`src/rtl/led_pattern_gen_if.sv`:
```
// Control and LED drive bundle for led_pattern_gen.
// The master drives run enable and pattern select; the slave returns LED drive and the step pulse.
interface led_pattern_gen_if #(
    parameter int unsigned NUM_LEDS = 4
);
    logic                en;
    logic [1:0]          mode;
    logic [NUM_LEDS-1:0] led;
    logic                tick;

    modport master (output en, output mode, input led, input tick);
    modport slave  (input en, input mode, output led, output tick);
endinterface

```
`src/rtl/led_pattern_gen.sv`:
```
// LED pattern generator with four patterns: binary count, bouncing dot, PWM breathe, and hold.
// A prescaler sets the pattern step rate, and tick pulses once for every step.
module led_pattern_gen #(
    parameter int unsigned NUM_LEDS = 4,
    parameter int unsigned DIV      = 900000,
    parameter int unsigned PWM_BITS = 8
) (
    input  logic               clki,
    input  logic               resetn,
    led_pattern_gen_if.slave   bus
);

    localparam int unsigned PRESC_W = $clog2(DIV);
    localparam logic [PRESC_W-1:0]  PRESC_MAX = PRESC_W'(DIV - 1);
    localparam logic [PWM_BITS-1:0] LEVEL_MAX = '1;

    typedef enum logic [1:0] {
        MODE_COUNT   = 2'd0,
        MODE_BOUNCE  = 2'd1,
        MODE_BREATHE = 2'd2,
        MODE_HOLD    = 2'd3
    } mode_e;

    mode_e               mode_q,   mode_d;
    logic [PRESC_W-1:0]  presc_q,  presc_d;
    logic [PWM_BITS-1:0] p_q,      p_d;
    logic [NUM_LEDS-1:0] cnt_q,    cnt_d;
    logic [NUM_LEDS-1:0] pos_q,    pos_d;
    logic                pos_up_q, pos_up_d;
    logic [PWM_BITS-1:0] lvl_q,    lvl_d;
    logic                lvl_up_q, lvl_up_d;
    logic [NUM_LEDS-1:0] led_q,    led_d;
    logic                tick_q,   tick_d;

    mode_e mode_in;
    mode_e eff_mode;
    logic  changed;
    logic  reinit;
    logic  step;

    // State register; reset discards every bit of progress immediately.
    always_ff @(posedge clki or negedge resetn) begin
        if (!resetn) begin
            mode_q   <= MODE_COUNT;
            presc_q  <= '0;
            p_q      <= '0;
            cnt_q    <= '0;
            pos_q    <= NUM_LEDS'(1);
            pos_up_q <= 1'b1;
            lvl_q    <= '0;
            lvl_up_q <= 1'b1;
            led_q    <= '0;
            tick_q   <= 1'b0;
        end else begin
            mode_q   <= mode_d;
            presc_q  <= presc_d;
            p_q      <= p_d;
            cnt_q    <= cnt_d;
            pos_q    <= pos_d;
            pos_up_q <= pos_up_d;
            lvl_q    <= lvl_d;
            lvl_up_q <= lvl_up_d;
            led_q    <= led_d;
            tick_q   <= tick_d;
        end
    end

    // On a mode-change edge the incoming mode governs; entering HOLD freezes the pattern only.
    always_comb begin
        mode_in  = mode_e'(bus.mode);
        changed  = (mode_in != mode_q);
        eff_mode = changed ? mode_in : mode_q;
        reinit   = changed && (eff_mode != MODE_HOLD);
        step     = bus.en && !reinit && (presc_q == PRESC_MAX);

        mode_d   = mode_in;
        presc_d  = presc_q;
        p_d      = p_q;
        cnt_d    = cnt_q;
        pos_d    = pos_q;
        pos_up_d = pos_up_q;
        lvl_d    = lvl_q;
        lvl_up_d = lvl_up_q;
        led_d    = led_q;
        tick_d   = step;

        if (reinit) begin
            presc_d = '0;
            p_d     = '0;
        end else if (bus.en) begin
            presc_d = step ? '0 : presc_q + PRESC_W'(1);
            if (eff_mode != MODE_HOLD) begin
                p_d = p_q + PWM_BITS'(1);
            end
        end

        case (eff_mode)
            MODE_COUNT: begin
                if (reinit) begin
                    cnt_d = '0;
                end else if (step) begin
                    cnt_d = cnt_q + NUM_LEDS'(1);
                end
                led_d = cnt_d;
            end
            MODE_BOUNCE: begin
                if (reinit) begin
                    pos_d    = NUM_LEDS'(1);
                    pos_up_d = 1'b1;
                end else if (step) begin
                    if (pos_up_q) begin
                        if (pos_q[NUM_LEDS-1]) begin
                            pos_d    = pos_q >> 1;
                            pos_up_d = 1'b0;
                        end else begin
                            pos_d = pos_q << 1;
                        end
                    end else begin
                        if (pos_q[0]) begin
                            pos_d    = pos_q << 1;
                            pos_up_d = 1'b1;
                        end else begin
                            pos_d = pos_q >> 1;
                        end
                    end
                end
                led_d = pos_d;
            end
            MODE_BREATHE: begin
                if (reinit) begin
                    lvl_d    = '0;
                    lvl_up_d = 1'b1;
                end else if (step) begin
                    if (lvl_up_q) begin
                        if (lvl_q == LEVEL_MAX) begin
                            lvl_d    = lvl_q - PWM_BITS'(1);
                            lvl_up_d = 1'b0;
                        end else begin
                            lvl_d = lvl_q + PWM_BITS'(1);
                        end
                    end else begin
                        if (lvl_q == '0) begin
                            lvl_d    = PWM_BITS'(1);
                            lvl_up_d = 1'b1;
                        end else begin
                            lvl_d = lvl_q - PWM_BITS'(1);
                        end
                    end
                end
                led_d = {NUM_LEDS{p_d < lvl_d}};
            end
            default: begin
                led_d = led_q;
            end
        endcase
    end

    assign bus.led  = led_q;
    assign bus.tick = tick_q;

endmodule

```
`src/flat_wrapper.sv`:
```
// flat-port wrapper written by rule: the top's interface ports become plain ports
module led_pattern_gen_flat 
#(
    parameter int unsigned NUM_LEDS = 4,
    parameter int unsigned DIV      = 900000,
    parameter int unsigned PWM_BITS = 8
)
  (clki, resetn, bus_en, bus_mode, bus_led, bus_tick);
  led_pattern_gen_if #(.NUM_LEDS(NUM_LEDS)) bus_i ();
  input  logic clki;
  input  logic resetn;
  input wire logic [$bits(bus_i.en)-1:0] bus_en;
  input wire logic [$bits(bus_i.mode)-1:0] bus_mode;
  output wire logic [$bits(bus_i.led)-1:0] bus_led;
  output wire logic [$bits(bus_i.tick)-1:0] bus_tick;
  assign bus_i.en = bus_en;
  assign bus_i.mode = bus_mode;
  assign bus_led = bus_i.led;
  assign bus_tick = bus_i.tick;
  led_pattern_gen #(.NUM_LEDS(NUM_LEDS), .DIV(DIV), .PWM_BITS(PWM_BITS)) u_core (.clki(clki), .resetn(resetn), .bus(bus_i));
endmodule
```
`config.mk`:
```
export PLATFORM = sky130hd
export DESIGN_NAME = led_pattern_gen_flat
export DESIGN_NICKNAME = d
export VERILOG_FILES = /design/src/rtl/led_pattern_gen_if.sv /design/src/rtl/led_pattern_gen.sv /design/src/flat_wrapper.sv
export SDC_FILE = /design/constraint.sdc
export NUM_CORES = 1
export LEC_CHECK = 0
export CORE_ASPECT_RATIO = 0.9
export CORE_UTILIZATION = 55
export DETAILED_ROUTE_END_ITERATION = 10
export PLACE_DENSITY = 0.75
export RECOVER_POWER = 25
export SLEW_MARGIN = 5
export SYNTH_ARGS = -nofsm -noshare
export SYNTH_HDL_FRONTEND = slang
export SYNTH_SLANG_ARGS = --single-unit
```
`constraint.sdc`:
```
create_clock -name clki -period 4.2 [get_ports clki]
set_input_delay 0.84 -clock clki [delete_from_list [all_inputs] [get_ports clki]]
set_output_delay 0.84 -clock clki [all_outputs]
set_load 0.02 [all_outputs]
```
# Word level (Yosys, flattened, before mapping)
# Cells that the tools add are included.
# W data, S select, Z words.
[op_classes] n_addsub=5 n_eq_ne=6 muxes=31 order_cmp=1 n_reduce_logical=11
[ops] op="$mux W8" count=9
[ops] op="$mux W20" count=3
[ops] op="$mux W4" count=7
[ops] op="$add A20 B1 Y20 const B" count=1
[ops] op="$eq A20 B20 Y1 const B" count=1
[ops] op="$add A8 B1 Y8 const B" count=2
[ops] op="$pmux W4 S3" count=1
[ops] op="$mux W1" count=10
[ops] op="$eq A8 B8 Y1 const B" count=1
[ops] op="$logic_not A8 Y1" count=1
[ops] op="$lt A8 B8 Y1" count=1
[ops] op="$sub A8 B1 Y8 const B" count=1
[ops] op="$add A4 B1 Y4 const B" count=1
[ops] op="$reduce_and A2 Y1" count=2
[ops] op="$reduce_bool A2 Y1" count=2
[ops] op="$logic_and A1 B1 Y1" count=3
[ops] op="$reduce_bool A3 Y1" count=1
[ops] op="$eq A2 B1 Y1 const B" count=1
[ops] op="$eq A2 B2 Y1 const B" count=1
[ops] op="$logic_not A2 Y1" count=1
[ops] op="$mux W2" count=1
[ops] op="$ne A2 B2 Y1" count=1
[ops] op="$ne A2 B2 Y1 const B" count=1
[ops] op="$logic_not A1 Y1" count=1
[word_totals] output_inout_bits=5 regBits=53

# Logic depth before layout (Yosys ltp)
[depth] ltp_word=12 ltp_mapped=15 ltp_nobuf=14

# Worst setup path after synthesis
# OpenSTA, ideal clock, no wires.
[synth_timing] kind="input to register" start="input port bus_en" end="register u_core.led_q[1], in the netlist u_core.bus.led[1]" arrival_time_ns=3.550 path_stages=14 n_path_buf=2 setup_slack_ns=0.539 cell_sequence="buf_2 -> and4b_4 -> nand4_4 -> nor3_2 -> and2_1 -> buf_2 -> a21oi_1 -> o21bai_1 -> ha_1 -> a211oi_1 -> nand3b_1 -> o221a_2 -> o41a_1 -> a222oi_1"
[synth_between] elab_chain_len=7
[synth_lines] item="from (decl)" line_no="flat_wrapper.sv:12" source="input wire logic [$bits(bus_i.en)-1:0] bus_en;"
[synth_lines] item="$logic_and A1 B1 Y1 (2 in a row)" line_no="led_pattern_gen.sv:74" source="step = bus.en && !reinit && (presc_q == PRESC_MAX);"
[synth_lines] item="$mux W8" line_no="led_pattern_gen.sv:133" source="end else if (step) begin"
[synth_lines] item="$mux W8" line_no="led_pattern_gen.sv:130" source="if (reinit) begin"
[synth_lines] item="$mux W8" line_no="led_pattern_gen.sv:97" source="case (eff_mode)"
[synth_lines] item="$lt A8 B8 Y1" line_no="led_pattern_gen.sv:150" source="led_d = {NUM_LEDS{p_d < lvl_d}};"
[synth_lines] item="$pmux W4 S3 (*)" line_no="led_pattern_gen.sv:97"
[synth_lines] item="to (signal assigned)" line_no="led_pattern_gen.sv:63" source="led_q <= led_d;"
[synth_lines] item="to (decl)" line_no="led_pattern_gen.sv:32" source="logic [NUM_LEDS-1:0] led_q, led_d;"
# Mark *: on every way between the ends. The rest lies on a longest branch, timed or not. The select of a mux whose other input is x is not followed.
# A chain may end at the register's enable or synchronous reset.

# Worst setup path in the final report
[layout_timing] start="input port bus_mode[0]" end="register u_core.led_q[1], in the netlist u_core.bus.led[1]"
[layout_rtl] item="from (decl)" line_no="flat_wrapper.sv:13" source="input wire logic [$bits(bus_i.mode)-1:0] bus_mode;"
[layout_rtl] item="$ne A2 B2 Y1" line_no="led_pattern_gen.sv:71" source="changed = (mode_in != mode_q);"
[layout_rtl] item="$mux W2" line_no="led_pattern_gen.sv:72" source="eff_mode = changed ? mode_in : mode_q;"
[layout_rtl] item="$ne A2 B2 Y1" line_no="led_pattern_gen.sv:73, led_pattern_gen.sv:92"
[layout_rtl] item="$mux W8" line_no="led_pattern_gen.sv:92" source="if (eff_mode != MODE_HOLD) begin"
[layout_rtl] item="$mux W8" line_no="led_pattern_gen.sv:90" source="end else if (bus.en) begin"
[layout_rtl] item="$mux W8 (*)" line_no="led_pattern_gen.sv:87" source="if (reinit) begin"
[layout_rtl] item="named net u_core.p_d[7]" line_no="led_pattern_gen.sv:26" source="logic [PWM_BITS-1:0] p_q, p_d;"
[layout_rtl] item="$lt A8 B8 Y1 (*)" line_no="led_pattern_gen.sv:150"
[layout_rtl] item="$pmux W4 S3 (*)" line_no="led_pattern_gen.sv:97"
# Mark *: on every way through the listed nets, which the timed path passes. The rest lies on a longest branch. The select of a mux whose other input is x is not followed.

==> flow_metrics.py <==
metrics = {
    "cells_and_area": {
        "layout_common_cells": "dfrtp_1 (50), nand2_1 (45), nor2_1 (38), o21ai_0 (30), a21oi_1 (22)",
        "layout.nets": 431,
        "final_cells": 496,
        "stdcell_area_um2": 3800,
        "drive_gt1_frac": 0.105,
        "area_growth_pct": 9.14,
        "layout_commonest_cell": "dfrtp_1",
        "num_antenna_cells": 0,
    },
    "floorplanning": {
        "fp.coreArea_um2": 6110,
        "rows": 27,
        "start_util": 0.569,
        "die_x_um": 85.8,
        "io_pins": 10,
        "die-area_um2": 6650,
        "die_h_um": 77.4,
    },
    "timing": {
        "worst_slew_pin_slew_ns": 1.99,
        "hold_violations": 0,
        "setup_viol": 0,
        "finalWorstSetupSlack_ns": 0.318,
        "fin_crit_sh": 0.924,
        "setup_tns_ns": 0,
        "report.final.slew_viol_count": 38,
        "slew_headroom": -0.324,
        "fmax_ghz": 0.258,
        "skew_ns": 0.0127,
        "whs_ns": 0.541,
        "rsz0062_at_grt": "false",
        "finalCriticalPeriod_ns": 3.88,
    },
    "clocking": {
        "cts_hold_buf": 0,
        "numCtsBuffers": 5,
        "h-tree-depth": 2,
        "ctsResizeCount": 0,
        "root_buffer": "clkbuf_8",
        "clk_latency_ns": 0.31,
        "cts_tree": "done",
        "cts_setup_buffers": 0,
        "clockBufferDepth": 2,
        "path_clk_slew_ns": 0.10,
        "cts_sinks": 53,
    },
    "synthesis": {
        "ys_seq_area_frac": 0.382,
        "synth_warnings": 0,
        "syn_nets": 418,
        "postSynthAreaPerCell_um2": 8.81,
        "yosysUniqueCellTypes": 63,
        "netlist_instances": 395,
        "netlist_area_um2": 3480,
        "ys.flop_type": "dfrtp_1",
        "async_reset_ff_frac": 1.00,
        "synth_edf_count": 0,
        "ys_seq_elements": 53,
    },
    "route": {
        "drc_errors": 0,
        "antenna_left": 0,
        "drt-vias-per-instance": 6.04,
        "drtIter0Drc": 201,
        "wire_per_inst_um": 15.8,
        "drt-total-wl_mm": 7.84,
        "drtPass1Iterations": 7,
        "route.vias.total": 2997,
    },
    "placement": {
        "place_ws_ns": 0.0232,
        "dpl_cell_area_um2": 3700,
        "place_congestion": 0.905,
        "dp_cells": 488,
        "dp_hpwl_mm": 5.78,
        "numPortBuffers": 9,
    },
    "global_routing": {
        "grt_usage": 0.262,
        "grt_pass1_vias": 2840,
        "antenna_found_initial": 0,
        "grt_pass1_wl_mm": 13.8,
        "grt_start_max_net_pins": 38,
        "grt_remaining_overflow": 0,
    },
    "power_and_ir_drop": {
        "powerDensity_nw_per_um2": 252,
        "peakVddDrop_v": 0.000244,
        "total_leakage_power_nw": 1.61,
    },
    "critical_path": {
        "cp.arrival_ns": 4.09,
        "start_kind": "primary input",
        "critical_path_class": "in2reg",
        "crit_fanout": 4,
        "critPathRequiredTime_ns": 4.41,
        "cp-end-kind": "flop",
    },
    "flow_run": {
        "cap_violations": 1,
    },
    "outcome": {
        "status": "finished with violations",
        "failed_checks": "max-capacitance violations, max-slew violations",
    },
    "min_path": {
        "hold_class": "reg2reg",
    },
}
==> power breakdown <==
group	leakage (nW)	internal, mW	total [mW]	switching (mW)
clock network	0.0512	0.134	0.304	0.170
registers	0.717	0.521	0.529	0.00846
logic	0.846	0.0447	0.123	0.0779
total	1.61	0.700	0.956	0.256
==> through the flow <==
step,util,power [mW]
3_3_place_gp,0.605,0.657
2_1_floorplan,-,0.608
6_report,0.621,0.956
3_5_place_dp,0.605,0.661
5_1_grt,0.621,0.993
4_1_cts,0.621,0.963
==> flip-flops by register name, indices dropped and copies added, names as in the netlist <==
signal           cells
u_core.presc_q      20
u_core.p_q           8
u_core.pos_q         4
u_core.lvl_q         8
u_core.mode_q        2
u_core.bus.led       4
u_core.lvl_up_q      1
u_core.bus.tick      1
u_core.pos_up_q      1
u_core.cnt_q         4
==> area by class of cell <==
type                            instances  area (µm²)
Clock buffer                            6        82.6
Clock inverter                          2        13.8
Fill cell                             524        2320
Inverter                               17        63.8
Multi-Input combinational cell        307        2000
Sequential cell                        53        1330
Tap cell                               87         109
Timing Repair Buffer                   24         196
==> routing by layer <==
layer | GRT usage | share of wire | vias to the layer above
li1 | - | - | 1442
met1 | 0.371 | 0.46 | 1433
met2 | 0.422 | 0.46 | 105
met3 | 0.0372 | 0.059 | 17
met4 | 0.0750 | 0.022 | 0
met5 | 0 | 0 | -
==> worst max-delay path: stages <==
cell and delay (ns):
clkdlybuf4s50_1 0.46, ha_1 0.25, nor2b_1 0.30, nand4_1 0.21, nor2_1 0.21, nand3_1 0.11
xor2_1 0.16, nor2_1 0.14, ha_1 0.28, inv_1 0.06, o21ai_0 0.11, nand3b_1 0.20
o221a_2 0.28, o41a_1 0.15, a222oi_1 0.31
==> Yosys cell counts (all sizes together), types with 6 or more instances <==
master	n	area (µm²)
dfrtp	50	1250
nand2	46	175
nor2	40	169
o21ai	32	164
a21oi	22	110
ha	18	225
inv	17	63.8
nand3	15	75.1
nand4	15	109
xor2	14	123
clkbuf	10	37.5
buf	8	46.3
and2	7	43.8
nor2b	7	43.8
xnor2	7	61.3
or3	6	37.5
==> cells by family after synthesis <==
family,Yosys count,share of synthesized area
muxes,7,0.0209
AOI/OAI and AO/OA,95,0.178
and+or+nand+nor,166,0.259
DFF,53,0.382
xor gates and xnor gates,21,0.0529
buffers and inverters,35,0.0424
adders and majority gates,18,0.0647
==> final timing paths <==
| kind | startpoint | end | slack, ns | depth (start not counted) |
|---|---|---|---|---|
| max | bus_mode[0] | u_core.bus.led[1] | 0.32 | 15 |
| min | u_core.presc_q[13] | u_core.presc_q[13] | 0.54 | 2 |
| max reg2reg | u_core.presc_q[9] | u_core.bus.led[1] | 0.60 | 13 |
| min reg2reg | u_core.presc_q[13] | u_core.presc_q[13] | 0.54 | 2 |
| max in group asynchronous | resetn | u_core.pos_up_q | 1.91 | 2 |
| min in group asynchronous | resetn | u_core.presc_q[10] | 1.08 | 1 |
No activity file was read; power rests on OpenSTA's default activity.
